===== config.mk =====
export PLATFORM = sky130hd
export DESIGN_NAME = axil_apb_master
export DESIGN_NICKNAME = d
export VERILOG_FILES = /design/src/rtl/axil_apb_master_pkg.sv /design/src/rtl/apb_timeout_cnt.sv /design/src/rtl/axil_apb_master.sv
export SDC_FILE = /design/constraint.sdc
export NUM_CORES = 1
export LEC_CHECK = 0
export ABC_CLOCK_PERIOD_IN_PS = 5000
export CORE_AREA = 3 3 131 133
export CTS_BUF_LIST = sky130_fd_sc_hd__clkbuf_16
export CTS_CLUSTER_DIAMETER = 60
export DETAILED_ROUTE_END_ITERATION = 7
export DIE_AREA = 0 0 134 136
export PLACE_DENSITY = 0.74
export SKIP_CTS_REPAIR_TIMING = 1
export SYNTH_ARGS = -nofsm -noshare
export SYNTH_HDL_FRONTEND = slang
export SYNTH_SLANG_ARGS = --single-unit

===== constraint.sdc =====
create_clock -name apb_clk -period 5 [get_ports apb_clk]
set_clock_uncertainty 0.1 [all_clocks]
set_input_delay 0.75 -clock apb_clk [delete_from_list [all_inputs] [get_ports apb_clk]]
set_output_delay 0.75 -clock apb_clk [all_outputs]
set_load 0.005 [all_outputs]

===== src/rtl/axil_apb_master_pkg.sv =====
// -----------------------------------------------------------------------------
// axi2apb package
// Shared definitions for the AXI4-Lite to APB master bridge.
//   RESP_*          : AXI response codes driven on b_resp / r_resp
//   apb_state_e     : bridge FSM state encoding
//   byte_off_bits() : number of byte-offset address bits for a data width
// -----------------------------------------------------------------------------
package axi2apb;

  localparam logic [1:0] RESP_OKAY   = 2'b00;
  localparam logic [1:0] RESP_SLVERR = 2'b10;
  localparam logic [1:0] RESP_DECERR = 2'b11;

  typedef enum logic [1:0] {
    ST_IDLE   = 2'd0,
    ST_SETUP  = 2'd1,
    ST_ACCESS = 2'd2,
    ST_RESP   = 2'd3
  } apb_state_e;

  // Address bits below the bus word size; these are forced to zero on paddr.
  function automatic int unsigned byte_off_bits(input int unsigned data_width);
    return $clog2(data_width / 8);
  endfunction

endpackage


===== src/rtl/apb_timeout_cnt.sv =====
// -----------------------------------------------------------------------------
// apb_timeout_cnt
// Counts ACCESS-phase cycles and flags the last permitted one.
//   i_clk      : clock
//   i_rst      : asynchronous active-high reset
//   i_clear    : synchronous clear (held while not in ACCESS)
//   i_enable   : count this cycle
//   o_expired  : high in the cycle the count equals TimeoutCycles-1
// TimeoutCycles = 0 disables the timeout; o_expired is then tied low.
// -----------------------------------------------------------------------------
module apb_timeout_cnt #(
  parameter int unsigned TimeoutCycles = 256
) (
  input  logic i_clk,
  input  logic i_rst,
  input  logic i_clear,
  input  logic i_enable,
  output logic o_expired
);

  generate
    if (TimeoutCycles == 0) begin : g_off
      logic w_unused;
      assign w_unused  = ^{i_clk, i_rst, i_clear, i_enable};
      assign o_expired = 1'b0;
    end else begin : g_on
      localparam int unsigned CntWidth = (TimeoutCycles > 1) ? $clog2(TimeoutCycles) : 1;

      logic [CntWidth-1:0] r_cnt;

      // The first ACCESS cycle sees a count of 0, so expiry at T-1 gives
      // an ACCESS phase of exactly T cycles.
      assign o_expired = (r_cnt == CntWidth'(TimeoutCycles - 1));

      always_ff @(posedge i_clk or posedge i_rst) begin
        if (i_rst) begin
          r_cnt <= '0;
        end else if (i_clear) begin
          r_cnt <= '0;
        end else if (i_enable && !o_expired) begin
          r_cnt <= r_cnt + CntWidth'(1);
        end
      end
    end
  endgenerate

endmodule


===== src/rtl/axil_apb_master.sv =====
// -----------------------------------------------------------------------------
// axil_apb_master
// AXI4-Lite slave to multi-slave APB master bridge, single clock (apb_clk).
//   apb_clk / apb_rst          : clock, asynchronous active-high reset
//   aw_* / w_* / b_*           : AXI-Lite write address, data, response
//   ar_* / r_*                 : AXI-Lite read address, response
//   paddr/pprot/pwrite/penable : APB control (shared by all slaves)
//   pwdata/pstrb               : APB write data / strobe (zero on reads)
//   psel                       : one-hot slave select
//   pready/pslverr/prdata      : per-slave APB responses
//   timeout_o                  : one-cycle pulse when an access times out
//   busy_o                     : high whenever the FSM is not IDLE
// Slave index is addr[AddrWidth-1:SlotBits]; indices beyond NoApbSlaves get
// DECERR without an APB cycle. Reads and writes alternate under contention.
// -----------------------------------------------------------------------------
module axil_apb_master
  import axi2apb::*;
#(
  parameter int unsigned NoApbSlaves   = 4,
  parameter int unsigned AddrWidth     = 24,
  parameter int unsigned DataWidth     = 32,
  parameter int unsigned SlotBits      = 16,
  parameter int unsigned TimeoutCycles = 256
) (
  input  logic                                   apb_clk,
  input  logic                                   apb_rst,
  input  logic [AddrWidth-1:0]                   aw_addr,
  input  logic [2:0]                             aw_prot,
  input  logic                                   aw_valid,
  output logic                                   aw_ready,
  input  logic [DataWidth-1:0]                   w_data,
  input  logic [DataWidth/8-1:0]                 w_strb,
  input  logic                                   w_valid,
  output logic                                   w_ready,
  output logic [1:0]                             b_resp,
  output logic                                   b_valid,
  input  logic                                   b_ready,
  input  logic [AddrWidth-1:0]                   ar_addr,
  input  logic [2:0]                             ar_prot,
  input  logic                                   ar_valid,
  output logic                                   ar_ready,
  output logic [DataWidth-1:0]                   r_data,
  output logic [1:0]                             r_resp,
  output logic                                   r_valid,
  input  logic                                   r_ready,
  output logic [AddrWidth-1:0]                   paddr,
  output logic [2:0]                             pprot,
  output logic                                   pwrite,
  output logic                                   penable,
  output logic [DataWidth-1:0]                   pwdata,
  output logic [DataWidth/8-1:0]                 pstrb,
  output logic [NoApbSlaves-1:0]                 psel,
  input  logic [NoApbSlaves-1:0]                 pready,
  input  logic [NoApbSlaves-1:0]                 pslverr,
  input  logic [NoApbSlaves-1:0][DataWidth-1:0]  prdata,
  output logic                                   timeout_o,
  output logic                                   busy_o
);

  localparam int unsigned StrbWidth = DataWidth / 8;
  localparam int unsigned IdxWidth  = AddrWidth - SlotBits;
  localparam int unsigned SelWidth  = (NoApbSlaves > 1) ? $clog2(NoApbSlaves) : 1;
  localparam int unsigned OffBits   = byte_off_bits(DataWidth);

  apb_state_e r_state;
  apb_state_e w_state_next;

  logic                  r_last_write;   // 0 = read served last (reset value)
  logic                  r_write;
  logic [AddrWidth-1:0]  r_paddr;
  logic [2:0]            r_prot;
  logic [DataWidth-1:0]  r_wdata;
  logic [StrbWidth-1:0]  r_strb;
  logic [SelWidth-1:0]   r_idx;
  logic [1:0]            r_rsp;
  logic [DataWidth-1:0]  r_rdata;

  logic                  w_wr_pend;
  logic                  w_rd_pend;
  logic                  w_grant_wr;
  logic                  w_grant_rd;
  logic                  w_grant;
  logic [AddrWidth-1:0]  w_req_addr;
  logic [IdxWidth-1:0]   w_req_idx;
  logic                  w_mapped;
  logic [AddrWidth-1:0]  w_slot_addr;
  logic [NoApbSlaves-1:0] w_sel_onehot;
  logic                  w_apb_active;
  logic                  w_sel_ready;
  logic                  w_sel_err;
  logic                  w_expired;
  logic                  w_timeout;
  logic                  w_unused_addr;

  // ---------------------------------------------------------------------------
  // Arbitration and decode (only meaningful in IDLE)
  // ---------------------------------------------------------------------------
  assign w_wr_pend  = aw_valid && w_valid;
  assign w_rd_pend  = ar_valid;
  assign w_grant_wr = (r_state == ST_IDLE) && w_wr_pend && (!w_rd_pend || !r_last_write);
  assign w_grant_rd = (r_state == ST_IDLE) && w_rd_pend && (!w_wr_pend || r_last_write);
  assign w_grant    = w_grant_wr || w_grant_rd;

  assign w_req_addr    = w_grant_wr ? aw_addr : ar_addr;
  assign w_req_idx     = w_req_addr[AddrWidth-1:SlotBits];
  assign w_mapped      = (32'(w_req_idx) < NoApbSlaves);
  assign w_unused_addr = ^w_req_addr[OffBits-1:0];

  always_comb begin
    w_slot_addr = '0;
    w_slot_addr[SlotBits-1:OffBits] = w_req_addr[SlotBits-1:OffBits];
  end

  // ---------------------------------------------------------------------------
  // Slave select and response steering
  // ---------------------------------------------------------------------------
  generate
    for (genvar gi = 0; gi < NoApbSlaves; gi++) begin : g_sel
      assign w_sel_onehot[gi] = (r_idx == SelWidth'(gi));
    end
  endgenerate

  assign w_apb_active = (r_state == ST_SETUP) || (r_state == ST_ACCESS);
  // Masking with the one-hot select discards responses from idle slaves.
  assign w_sel_ready  = |(pready & w_sel_onehot);
  assign w_sel_err    = |(pslverr & w_sel_onehot);
  // pready takes priority over an expiry landing in the same cycle.
  assign w_timeout    = (r_state == ST_ACCESS) && !w_sel_ready && w_expired;

  apb_timeout_cnt #(
    .TimeoutCycles (TimeoutCycles)
  ) u_timeout_cnt (
    .i_clk     (apb_clk),
    .i_rst     (apb_rst),
    .i_clear   (r_state != ST_ACCESS),
    .i_enable  (r_state == ST_ACCESS),
    .o_expired (w_expired)
  );

  // ---------------------------------------------------------------------------
  // FSM
  // ---------------------------------------------------------------------------
  always_ff @(posedge apb_clk or posedge apb_rst) begin
    if (apb_rst) begin
      r_state <= ST_IDLE;
    end else begin
      r_state <= w_state_next;
    end
  end

  always_comb begin
    w_state_next = r_state;
    aw_ready     = 1'b0;
    w_ready      = 1'b0;
    ar_ready     = 1'b0;
    timeout_o    = 1'b0;
    case (r_state)
      ST_IDLE: begin
        aw_ready = w_grant_wr;
        w_ready  = w_grant_wr;
        ar_ready = w_grant_rd;
        if (w_grant) begin
          w_state_next = w_mapped ? ST_SETUP : ST_RESP;
        end
      end
      ST_SETUP: begin
        w_state_next = ST_ACCESS;
      end
      ST_ACCESS: begin
        if (w_sel_ready) begin
          w_state_next = ST_RESP;
        end else if (w_timeout) begin
          timeout_o    = 1'b1;
          w_state_next = ST_RESP;
        end
      end
      ST_RESP: begin
        if (r_write ? b_ready : r_ready) begin
          w_state_next = ST_IDLE;
        end
      end
      default: w_state_next = ST_IDLE;
    endcase
  end

  // ---------------------------------------------------------------------------
  // Request capture and response registers
  // ---------------------------------------------------------------------------
  always_ff @(posedge apb_clk or posedge apb_rst) begin
    if (apb_rst) begin
      r_last_write <= 1'b0;
      r_write      <= 1'b0;
      r_paddr      <= '0;
      r_prot       <= '0;
      r_wdata      <= '0;
      r_strb       <= '0;
      r_idx        <= '0;
      r_rsp        <= RESP_OKAY;
      r_rdata      <= '0;
    end else if (w_grant) begin
      r_last_write <= w_grant_wr;
      r_write      <= w_grant_wr;
      r_paddr      <= w_slot_addr;
      r_prot       <= w_grant_wr ? aw_prot : ar_prot;
      r_wdata      <= w_grant_wr ? w_data : '0;
      r_strb       <= w_grant_wr ? w_strb : '0;
      r_idx        <= SelWidth'(w_req_idx);
      r_rsp        <= w_mapped ? RESP_OKAY : RESP_DECERR;
      r_rdata      <= '0;
    end else if (r_state == ST_ACCESS) begin
      if (w_sel_ready) begin
        r_rsp   <= w_sel_err ? RESP_SLVERR : RESP_OKAY;
        r_rdata <= r_write ? '0 : prdata[r_idx];
      end else if (w_timeout) begin
        r_rsp   <= RESP_SLVERR;
        r_rdata <= '0;
      end
    end
  end

  // ---------------------------------------------------------------------------
  // Outputs
  // ---------------------------------------------------------------------------
  assign psel    = w_apb_active ? w_sel_onehot : '0;
  assign penable = (r_state == ST_ACCESS);
  assign paddr   = r_paddr;
  assign pprot   = r_prot;
  assign pwrite  = r_write;
  assign pwdata  = r_wdata;
  assign pstrb   = r_strb;

  assign b_valid = (r_state == ST_RESP) && r_write;
  assign r_valid = (r_state == ST_RESP) && !r_write;
  assign b_resp  = r_rsp;
  assign r_resp  = r_rsp;
  assign r_data  = r_rdata;
  assign busy_o  = (r_state != ST_IDLE);

endmodule


Yosys cells after proc, flatten, opt, wreduce, memory -nomap -nowiden

Index checks and enable logic that the tools add are counted.

Bitwise operators: 2
Eq/ne operators: 11
$add $sub $neg: 1
Muxes and demuxes: 32
Magnitude comparators: 2
Reduce and logical (&&, ||, !) cells: 29

Operators with widths:

| cell                                                                   | count |
|---|---|
| 32-bit 2-to-1 mux                                                      | 7 |
| 32-bit binary-select mux with 2-bit select                             | 1 |
| 24-bit 2-to-1 mux                                                      | 1 |
| 2-bit 2-to-1 mux                                                       | 11 |
| 8-bit 2-to-1 mux                                                       | 2 |
| 1-bit logical AND                                                      | 10 |
| 8-bit by 1-bit adder with 8-bit output (second input constant)         | 1 |
| 4-bit AND                                                              | 2 |
| 2-bit equality test (second input constant)                            | 4 |
| 8-bit equality test (second input constant)                            | 1 |
| 8-bit by 3-bit < comparator with 1-bit output (second input constant)  | 1 |
| 4-bit 2-to-1 mux                                                       | 2 |
| 2-bit case mux with 4 select lines                                     | 1 |
| 4-bit OR reduction                                                     | 2 |
| 1-bit 2-to-1 mux                                                       | 6 |
| 2-bit inequality test (second input constant)                          | 3 |
| 2-bit nonzero test                                                     | 3 |
| 1-bit logical NOT                                                      | 5 |
| 2-bit by 1-bit equality test with 1-bit output (second input constant) | 2 |
| 2-bit logical NOT                                                      | 2 |
| 1-bit logical OR                                                       | 4 |
| 2-bit by 3-bit < comparator with 1-bit output (second input constant)  | 1 |
| 3-bit 2-to-1 mux                                                       | 1 |
| 3-bit inequality test (second input constant)                          | 1 |
| 3 further kinds                                                        | 3 |

Bits of input ports: 233
Register bits: 100
Output and inout bits: 112
Logic and storage cells: 87

Longest topological paths before layout

Gate-level depths: netlist (run 1).

Depth in word-level cells: 10
Depth in mapped cells: 8
Mapped depth without buffers: 6

By module

A second synthesis (run 1) with hierarchy kept.

Cell total of the unflattened synthesis: 403
Area, all modules: 5,182.5 um^2

By module, submodules not included:

| module          | sequential area each (um^2) | area an instance (um^2) | cells an instance | times used |
|---|---|---|---|---|
| axil_apb_master | 2,302.2                     | 4,690.7                 | 355               | 1 |
| apb_timeout_cnt | 200.2                       | 491.7                   | 48                | 1 |

Worst setup path after synthesis (run 1)

Ideal clock, no wire load.

Path type: input -> output
From: in pready[3]
To: out timeout_o
Setup slack: 2.360 ns
Path buffers: 2
Required time: 4.150 ns
Stages on the path: 4
Data arrival time: 1.790 ns
Cell sequence: mux4_2 -> buf_6 -> clkbuf_1 -> nor4_1

Cells in the longest elaborated chain, start to end: 8

Ends and longest elaborated chain:

| element                         | line                   | RTL |
|---|---|---|
| from (decl)                     | axil_apb_master.sv:53  | `input logic [NoApbSlaves-1:0] pready,` |
| 4-bit AND *                     | axil_apb_master.sv:125 | `assign w_sel_ready = \|(pready & w_sel_onehot);` |
| 4-bit OR reduction *            | axil_apb_master.sv:125 |  |
| 1-bit logical NOT               | axil_apb_master.sv:128 | `assign w_timeout = (r_state == ST_ACCESS) && !w_sel_ready && w_expired;` |
| 1-bit logical AND (2 in series) | axil_apb_master.sv:128 |  |
| 1-bit 2-to-1 mux                | axil_apb_master.sv:172 | `end else if (w_timeout) begin` |
| 1-bit 2-to-1 mux *              | axil_apb_master.sv:170 | `if (w_sel_ready) begin` |
| 1-bit 2-to-1 mux *              | axil_apb_master.sv:157 | `case (r_state)` |
| to (decl)                       | axil_apb_master.sv:56  | `output logic timeout_o,` |

Every way passes the cells marked *; elsewhere a longest branch is shown, timed or not.

Worst setup path in the final report (run 1)

From: reg r_state[0]
To: out timeout_o

Cells in the longest elaborated chain, start to end: 6

Ends and longest elaborated chain:

| element                         | line                                           | RTL |
|---|---|---|
| from (decl)                     | axil_apb_master.sv:65                          | `apb_state_e r_state;` |
| from (signal assigned)          | axil_apb_master.sv:147                         | `r_state <= w_state_next;` |
| 2-bit equality test *           | axil_apb_master.sv:128, axil_apb_master.sv:157 |  |
| 1-bit logical AND (2 in series) | axil_apb_master.sv:128                         |  |
| 1-bit 2-to-1 mux                | axil_apb_master.sv:172                         |  |
| 1-bit 2-to-1 mux                | axil_apb_master.sv:170                         |  |
| 1-bit 2-to-1 mux *              | axil_apb_master.sv:157                         |  |

Marked as above.

==> results of run 1 <==
stage by stage:
step	utilization	area, sq um
after floorplan	-	5420
after global placement	0.548	8740
after detailed placement	0.548	8740
after CTS	0.564	9000
after global routing	0.564	9000
final	0.564	9000
state kept, by name, indices dropped and copies added, names as in the netlist:
name / flops
pprot: 3
pwrite: 1
paddr: 14
r_state: 2
b_resp: 2
r_idx: 2
pwdata: 32
r_data: 32
u_timeout_cnt.g_on.r_cnt: 8
pstrb: 4
cell type report:
cell class | count | area, sq um | area share
timing repair buffer | 337 | 3360 | 0.373
multi-input combinational | 307 | 2570 | 0.286
sequential | 100 | 2500 | 0.278
tap | 216 | 270 | 0.0300
clock buffer | 9 | 225 | 0.0250
clock inverter | 7 | 36.3 | 0.00403
inverter | 8 | 32.5 | 0.00362
report_power, final:
| part | total, mW | switching [mW] | leakage, nW | internal (mW) |
|---|---|---|---|---|
| sequential | 1.25 | 0.182 | 1.32 | 1.07 |
| combinational | 2.05 | 0.917 | 2.11 | 1.14 |
| clock | 0.625 | 0.295 | 0.129 | 0.331 |
| total | 3.93 | 1.39 | 3.56 | 2.54 |
worst min-delay path by stage:
stage               slack, ns              startpoint  depth (start not counted)                      to
finish                   0.39   paddr[10]$_DFFE_PP0N_                          2   paddr[10]$_DFFE_PP0N_
global route             0.41  pwdata[20]$_DFFE_PP0N_                          1  pwdata[20]$_DFFE_PP0N_
CTS                      0.39   paddr[10]$_DFFE_PP0N_                          2   paddr[10]$_DFFE_PP0N_
detailed placement       0.38   paddr[10]$_DFFE_PP0N_                          2   paddr[10]$_DFFE_PP0N_
global placement         0.37    pprot[2]$_DFFE_PP0N_                          2    pprot[2]$_DFFE_PP0N_
floorplan                0.38   paddr[10]$_DFFE_PP0N_                          2   paddr[10]$_DFFE_PP0N_
synthesized netlist by cell type, types with 2 or more instances:
library cell and number:
a21oi_1 3, a22o_1 36, a31oi_1 2, and3_1 2, buf_2 19, buf_4 16
buf_6 5, clkbuf_1 17, dfrtp_1 100, ha_1 5, inv_1 6, mux2i_1 23
mux4_1 2, mux4_2 32, nand2_1 58, nand3_1 3, nor2_1 13, nor3_1 2
nor4_1 2, o2111ai_1 33, o21ai_0 2, o21ai_1 52, o22ai_1 2, or4_1 3
xor2_1 3
cell families after synthesis:
logic type | after synthesis
compound gates | 140
xor+xnor | 3
fa+ha+maj | 5
buf+inv | 66
flops | 100
mux | 57
other cells | 1
simple gates | 92
routing by layer:
| layer | share of wire | vias to the layer above | wire, um |
|---|---|---|---|
| met5 | 0 | - | 0 |
| met4 | 0.018 | 0 | 348 |
| met3 | 0.071 | 21 | 1340 |
| met2 | 0.54 | 227 | 10200 |
| met1 | 0.37 | 2492 | 6940 |
| li1 | - | 2336 | - |
placed cells by master, fill, tap and decap left out, drive strengths merged, types with 2 or more instances in the layout:
cell and count:
buf 7, or4 3, o21ai 54, and3 2, ha 5, o211a 2
a31oi 2, nor4 2, dfrtp 100, clkbuf 9, nand3 3, a22o 36
conb 10, o22ai 2, a21oi 3, o31ai 2, mux2i 23, nand2 58
nor3 2, inv 8, clkinv 6, xor2 3, clkdlybuf4s50 330, mux4 34
o2111ai 33, nor2 14
worst reg2reg max path, stage by stage, from the launching register on:
cell and delay [ns]:
dfrtp_1 0.39, ha_1 0.23, nand3_1 0.20, nor2_4 0.78, o21a_1 1.06, o21ai_1 0.19
==> metrics, run 1 <==
status finished, final reports clean; first drt pass iteration count 4; DR iter-0 viols 199; max incr delay on CP a little under 0.6 ns; Final HPWL DP around 15000 um; n_diodes 0; FF-to-FF path depth 5; Main synth FF type dfrtp_1; Starting Density 0.338; critical path depth in cells 6; latest clock arrival within the worst-skew pair 0.34 ns; Net count, final around 1000; crit path DAT 2.65 ns; Reg clk slew, reported paths 0.06 ns; Reg-to-Reg Start u_timeout_cnt.g_on.r_cnt[0]$_DFFE_PP0P_; Crit path max-delay family buffers and inverters; GR Overflow Total 0; GRT Overall Usage 0.201; VDD IR-drop max 0.000238 V; RePlAce Congestion 0.829; XOR/XNOR Fraction of Synth Area 0.00488; Async SR Flop Fraction 1.00; Post-Syn Area per Cell 11.6 sq um; global-route wire length before repair approximately 29000 um; RSZ-0062 raised after global routing false; final hold violation count 0; via count 5076; largest buffer count on any clock path 2; final setup vio count 0; CP Max Fanout 40; Max Cap Viol 0; Tmin final 3.50 ns; top cell type's share of synthesized area 0.464; worst r2r dst r_data[29]$_DFFE_PP0P_; largest area contributor in the netlist dfrtp_1; GRT met1 Usage 0.229; max-slew violations 0; max frequency 0.286 GHz; Critical path buffers and inverters 4; Synth Area in Compound Gates 0.189; Final TNS setup 0 ns; launch point of the worst path r_state[0]$_DFFE_PP0P_; CTS tree yes; H-tree Lvls 3; fraction of layout cells with a size suffix above 1 0.0781; synthesized cell area 0.00539 sq mm; Cell Pwr Density 437 mW/mm^2; largest cells by area after synthesis dfrtp_1 (46%), mux4_2 (13%), a22o_1 (5.9%); Seq/Total Area, Yosys 0.464; vias in the first global route 5340; CTS sink cnt 100; EDFF count, synth 0; mux contribution to synthesized area 0.186; die area 0.0182 sq mm; CP endpoint timeout_o; final WL 18800 um; R2R Setup Slk 1.88 ns; worst slack, placed 1.58 ns; Area Overhead vs Synth 67.0%; Rel. slew slack 0.201; post-route insts no fill 984; Mapped Cells 464; Crit Path Category reg2out; die width about 130 um; slack of the critical path between 1.5 and 2 ns; worst hold path class reg2reg; DRC Markers 0; WHS 0.391 ns; fill cell count 1375; CTS Buf Count 9; global route hottest layer met2; Distinct cells, synth 48; Global Route met2 Usage 0.370; Worst setup EP type primary output; largest net degree at the start of global routing between 90 and 100; Worst Tran Pin Value 1.20 ns; DR WL/cell 19.1 um; Die Y-Extent 136 um; Slowest cell on crit path clkdlybuf4s50_1; CTS root buf clkbuf_16; core area 0.0159 sq mm; DP Cell Count 968; antenna-violating nets left 0; Leak Pwr 3.56 nW; Port Buffer Count 330; worst-path cell chain inv_1 -> ha_1 -> buf_4 -> inv_1 -> nor4_1 -> clkdlybuf4s50_1; num rows between 40 and 50; GR Util met3 0.0548; IO Pins around 350; CP dominant cell by count inv_1; synthesized flop and latch total 100; CP Launch Type flip-flop; period utilization 0.699; critical path required time 4.15 ns; simple-gate share of the synthesized area 0.0743; Power Total 3.93 mW; largest family of logic cells by synthesized area compound AO/OA/AOI/OAI gates; Ys Warns 0; detailed-route vias per instance around 5.2; area share of fa/ha/maj cells after synthesis 0.0116; initial antenna violation count 0
Note: power is estimated with default switching activity, not from simulation.
==> run 2: changes to the inputs <==
--- a/config.mk
+++ b/config.mk
@@ -5,13 +5,13 @@
 export SDC_FILE = /design/constraint.sdc
 export NUM_CORES = 1
 export LEC_CHECK = 0
-export ABC_CLOCK_PERIOD_IN_PS = 5000
-export CORE_AREA = 3 3 131 133
+export ABC_CLOCK_PERIOD_IN_PS = 3150
+export CORE_MARGIN = 3
+export CORE_UTILIZATION = 33
 export CTS_BUF_LIST = sky130_fd_sc_hd__clkbuf_16
 export CTS_CLUSTER_DIAMETER = 60
 export DETAILED_ROUTE_END_ITERATION = 7
-export DIE_AREA = 0 0 134 136
-export PLACE_DENSITY = 0.74
+export PLACE_DENSITY = 0.77
 export SKIP_CTS_REPAIR_TIMING = 1
 export SYNTH_ARGS = -nofsm -noshare
 export SYNTH_HDL_FRONTEND = slang
==> constraint.sdc (replaced) <==
create_clock -name apb_clk -period 3.15 [get_ports apb_clk]
set_clock_uncertainty 0.1 [all_clocks]
set_input_delay 0.4725 -clock apb_clk [delete_from_list [all_inputs] [get_ports apb_clk]]
set_output_delay 0.4725 -clock apb_clk [all_outputs]
set_load 0.005 [all_outputs]
==> run 2 against run 1 <==
  * First-iteration DRC count increased by 51%
  * Die area is 1.8% lower
  * Clock-buffer cell count unchanged
  * Largest power group unchanged
  * Clock power is 79% higher
  * Power increased by 64%
  * Critical path type is now in2out
  * Via count is essentially flat
  * Core utilization increased by 0.79 points
  * Critical path depth down 2
==> metrics, run 2 (synthesis results as in run 1) <==
status finished, final reports clean (unchanged); Cell Pwr Density 707 mW/mm^2 (was 437 mW/mm^2); DRC Markers 0 (unchanged); R2R Setup Slk 0.71 ns (was 1.88 ns); Max Cap Viol 0 (unchanged); RSZ-0062 raised after global routing false (unchanged); net switching power 2.28 mW (was 1.39 mW); Worst Tran Pin Value 0.558 ns (was 1.20 ns); antenna-violating nets left 0 (unchanged); Final TNS setup 0 ns (unchanged); CTS root buf clkbuf_16 (unchanged); RePlAce Congestion 0.796 (was 0.829); Port Buffer Count 330 (unchanged); most frequent cells in the layout clkdlybuf4s50_1 (330), dfrtp_1 (99), nand2_1 (58) (unchanged); critical path required time 2.58 ns (was 4.15 ns); latest clock arrival within the worst-skew pair 0.35 ns (was 0.34 ns); Leak Pwr 3.61 nW (was 3.56 nW); GRT Overall Usage 0.213 (was 0.201); Sw Ratio 0.353 (was 0.354); DR WL/cell 19.5 um (was 19.1 um); launch point of the worst path pready[2] (was r_state[0]$_DFFE_PP0P_); Die Y-Extent 134 um (was 136 um); core area 0.0159 sq mm (unchanged); Worst setup EP type primary output (unchanged); IO Pins 345 (unchanged); GR Overflow Total 0 (unchanged); initial antenna violation count 0 (unchanged); FF-to-FF path depth 5 (unchanged); Crit Path Category in2out (was reg2out); largest net degree at the start of global routing 101 (was 91); combinational power share 0.520 (was 0.522); num rows 46 (unchanged); worst hold path class reg2reg (unchanged); final setup vio count 0 (unchanged); global-route wire length before repair 30000 um (was 28800 um); CTS sink cnt 100 (unchanged); Flop pwr share 0.307 (was 0.319); Reg clk slew, reported paths 0.07 ns (was 0.06 ns); Rel. slew slack 0.628 (was 0.201); n_diodes 0 (unchanged); period utilization 0.893; max-slew violations 0 (unchanged); most common cell after layout, fill and taps aside clkdlybuf4s50_1 (unchanged); crit path DAT 2.24 ns (was 2.65 ns); vias in the first global route 5283 (was 5340); CP Max Fanout 2 (was 40); VDD IR-drop max 0.000321 V (was 0.000238 V); die area 0.0179 sq mm (was 0.0182 sq mm); CP Launch Type input port (was flip-flop); Net count, final 1007 (was 1001); P_int 4.17 mW (was 2.54 mW); die width 134 um (about the same); Area Overhead vs Synth 69.3% (was 67.0%); detailed-route vias per instance 5.13 (was 5.16); fraction of layout cells with a size suffix above 1 0.0866 (was 0.0781); DR iter-0 viols 301 (was 199); final hold violation count 0 (unchanged); final WL 19300 um (was 18800 um); Clk pwr share 0.174 (was 0.159); first drt pass iteration count 4 (unchanged); CP endpoint timeout_o (unchanged); H-tree Lvls 3 (unchanged); worst r2r dst r_data[14]$_DFFE_PP0P_ (was r_data[29]$_DFFE_PP0P_); max frequency 0.355 GHz; Final HPWL DP 14500 um (about the same); Starting Density 0.338 (unchanged); Reg-to-Reg Start r_idx[0]$_DFFE_PP0N_ (was u_timeout_cnt.g_on.r_cnt[0]$_DFFE_PP0P_); largest buffer count on any clock path 2 (unchanged); Tmin final ~2.8 ns; CTS Buf Count 9 (unchanged); CTS tree yes (unchanged); via count 5081 (was 5076); final core occ 0.572 (was 0.564)
## run 2: cell types whose count changed in the layout (fill, tap and decap cells not counted), sizes merged
cell | before | now
buf | 7 | 13
bufinv | 0 | 1
clkinv | 6 | 5
clkinvlp | 1 | 2
inv | 8 | 7
## run 2: metal layers
layer,vias to the layer above,global-route usage,wire length [um]
met4,0,0.0549,413
li1,2345,-,-
met1,2477,0.271,7730
met3,28,0.0578,1300
met2,231,0.363,9870
met5,-,0,0
## run 2: how the worst min path moves through the flow
stage | slack (ns) | end | cells after the start | startpoint
2_1_floorplan | 0.38 | paddr[10]$_DFFE_PP0N_ | 2 | paddr[10]$_DFFE_PP0N_
3_3_place_gp | 0.37 | pprot[2]$_DFFE_PP0N_ | 2 | pprot[2]$_DFFE_PP0N_
3_5_place_dp | 0.37 | paddr[3]$_DFFE_PP0N_ | 2 | paddr[3]$_DFFE_PP0N_
4_1_cts | 0.39 | pprot[1]$_DFFE_PP0N_ | 2 | pprot[1]$_DFFE_PP0N_
5_1_grt | 0.42 | paddr[3]$_DFFE_PP0N_ | 2 | paddr[3]$_DFFE_PP0N_
6_report | 0.39 | paddr[10]$_DFFE_PP0N_ | 2 | paddr[10]$_DFFE_PP0N_
## run 2: worst max-delay path, stage by stage
cell             delay (ns)
clkdlybuf4s50_1        0.40
mux4_2                 0.52
nor4_1                 0.26
clkdlybuf4s50_1        0.59
## run 2: stage by stage
stage          worst slack [ns]  total power, mW  hold WS (ns)  area, sq um  cells
3_5_place_dp              0.294             5.40         0.374         8830    974
4_1_cts                   0.313             6.54         0.390         9130    990
6_report                  0.336             6.45         0.387         9130    990
2_1_floorplan             0.881             3.76         0.379         5430    473
3_3_place_gp              0.315             5.32         0.366         8830    974
5_1_grt                   0.235             6.88         0.418         9130    990
## run 2: final cells by class
class	instances	area [sq um]
Fill cell	1373	6820
Timing Repair Buffer	343	3450
Multi-Input combinational cell	307	2570
Sequential cell	100	2500
Tap cell	216	270
Clock buffer	9	225
Clock inverter	7	66.3
Inverter	8	33.8
## run 2: power by group through the flow
stage / logic, mW / registers (mW) / clock network [mW]
global placement: 3.34 / 1.98 / 0
CTS: 3.40 / 1.98 / 1.15
global route: 3.64 / 2.04 / 1.20
detailed placement: 3.40 / 1.99 / 0
finish: 3.35 / 1.98 / 1.12
floorplan: 1.80 / 1.97 / 0
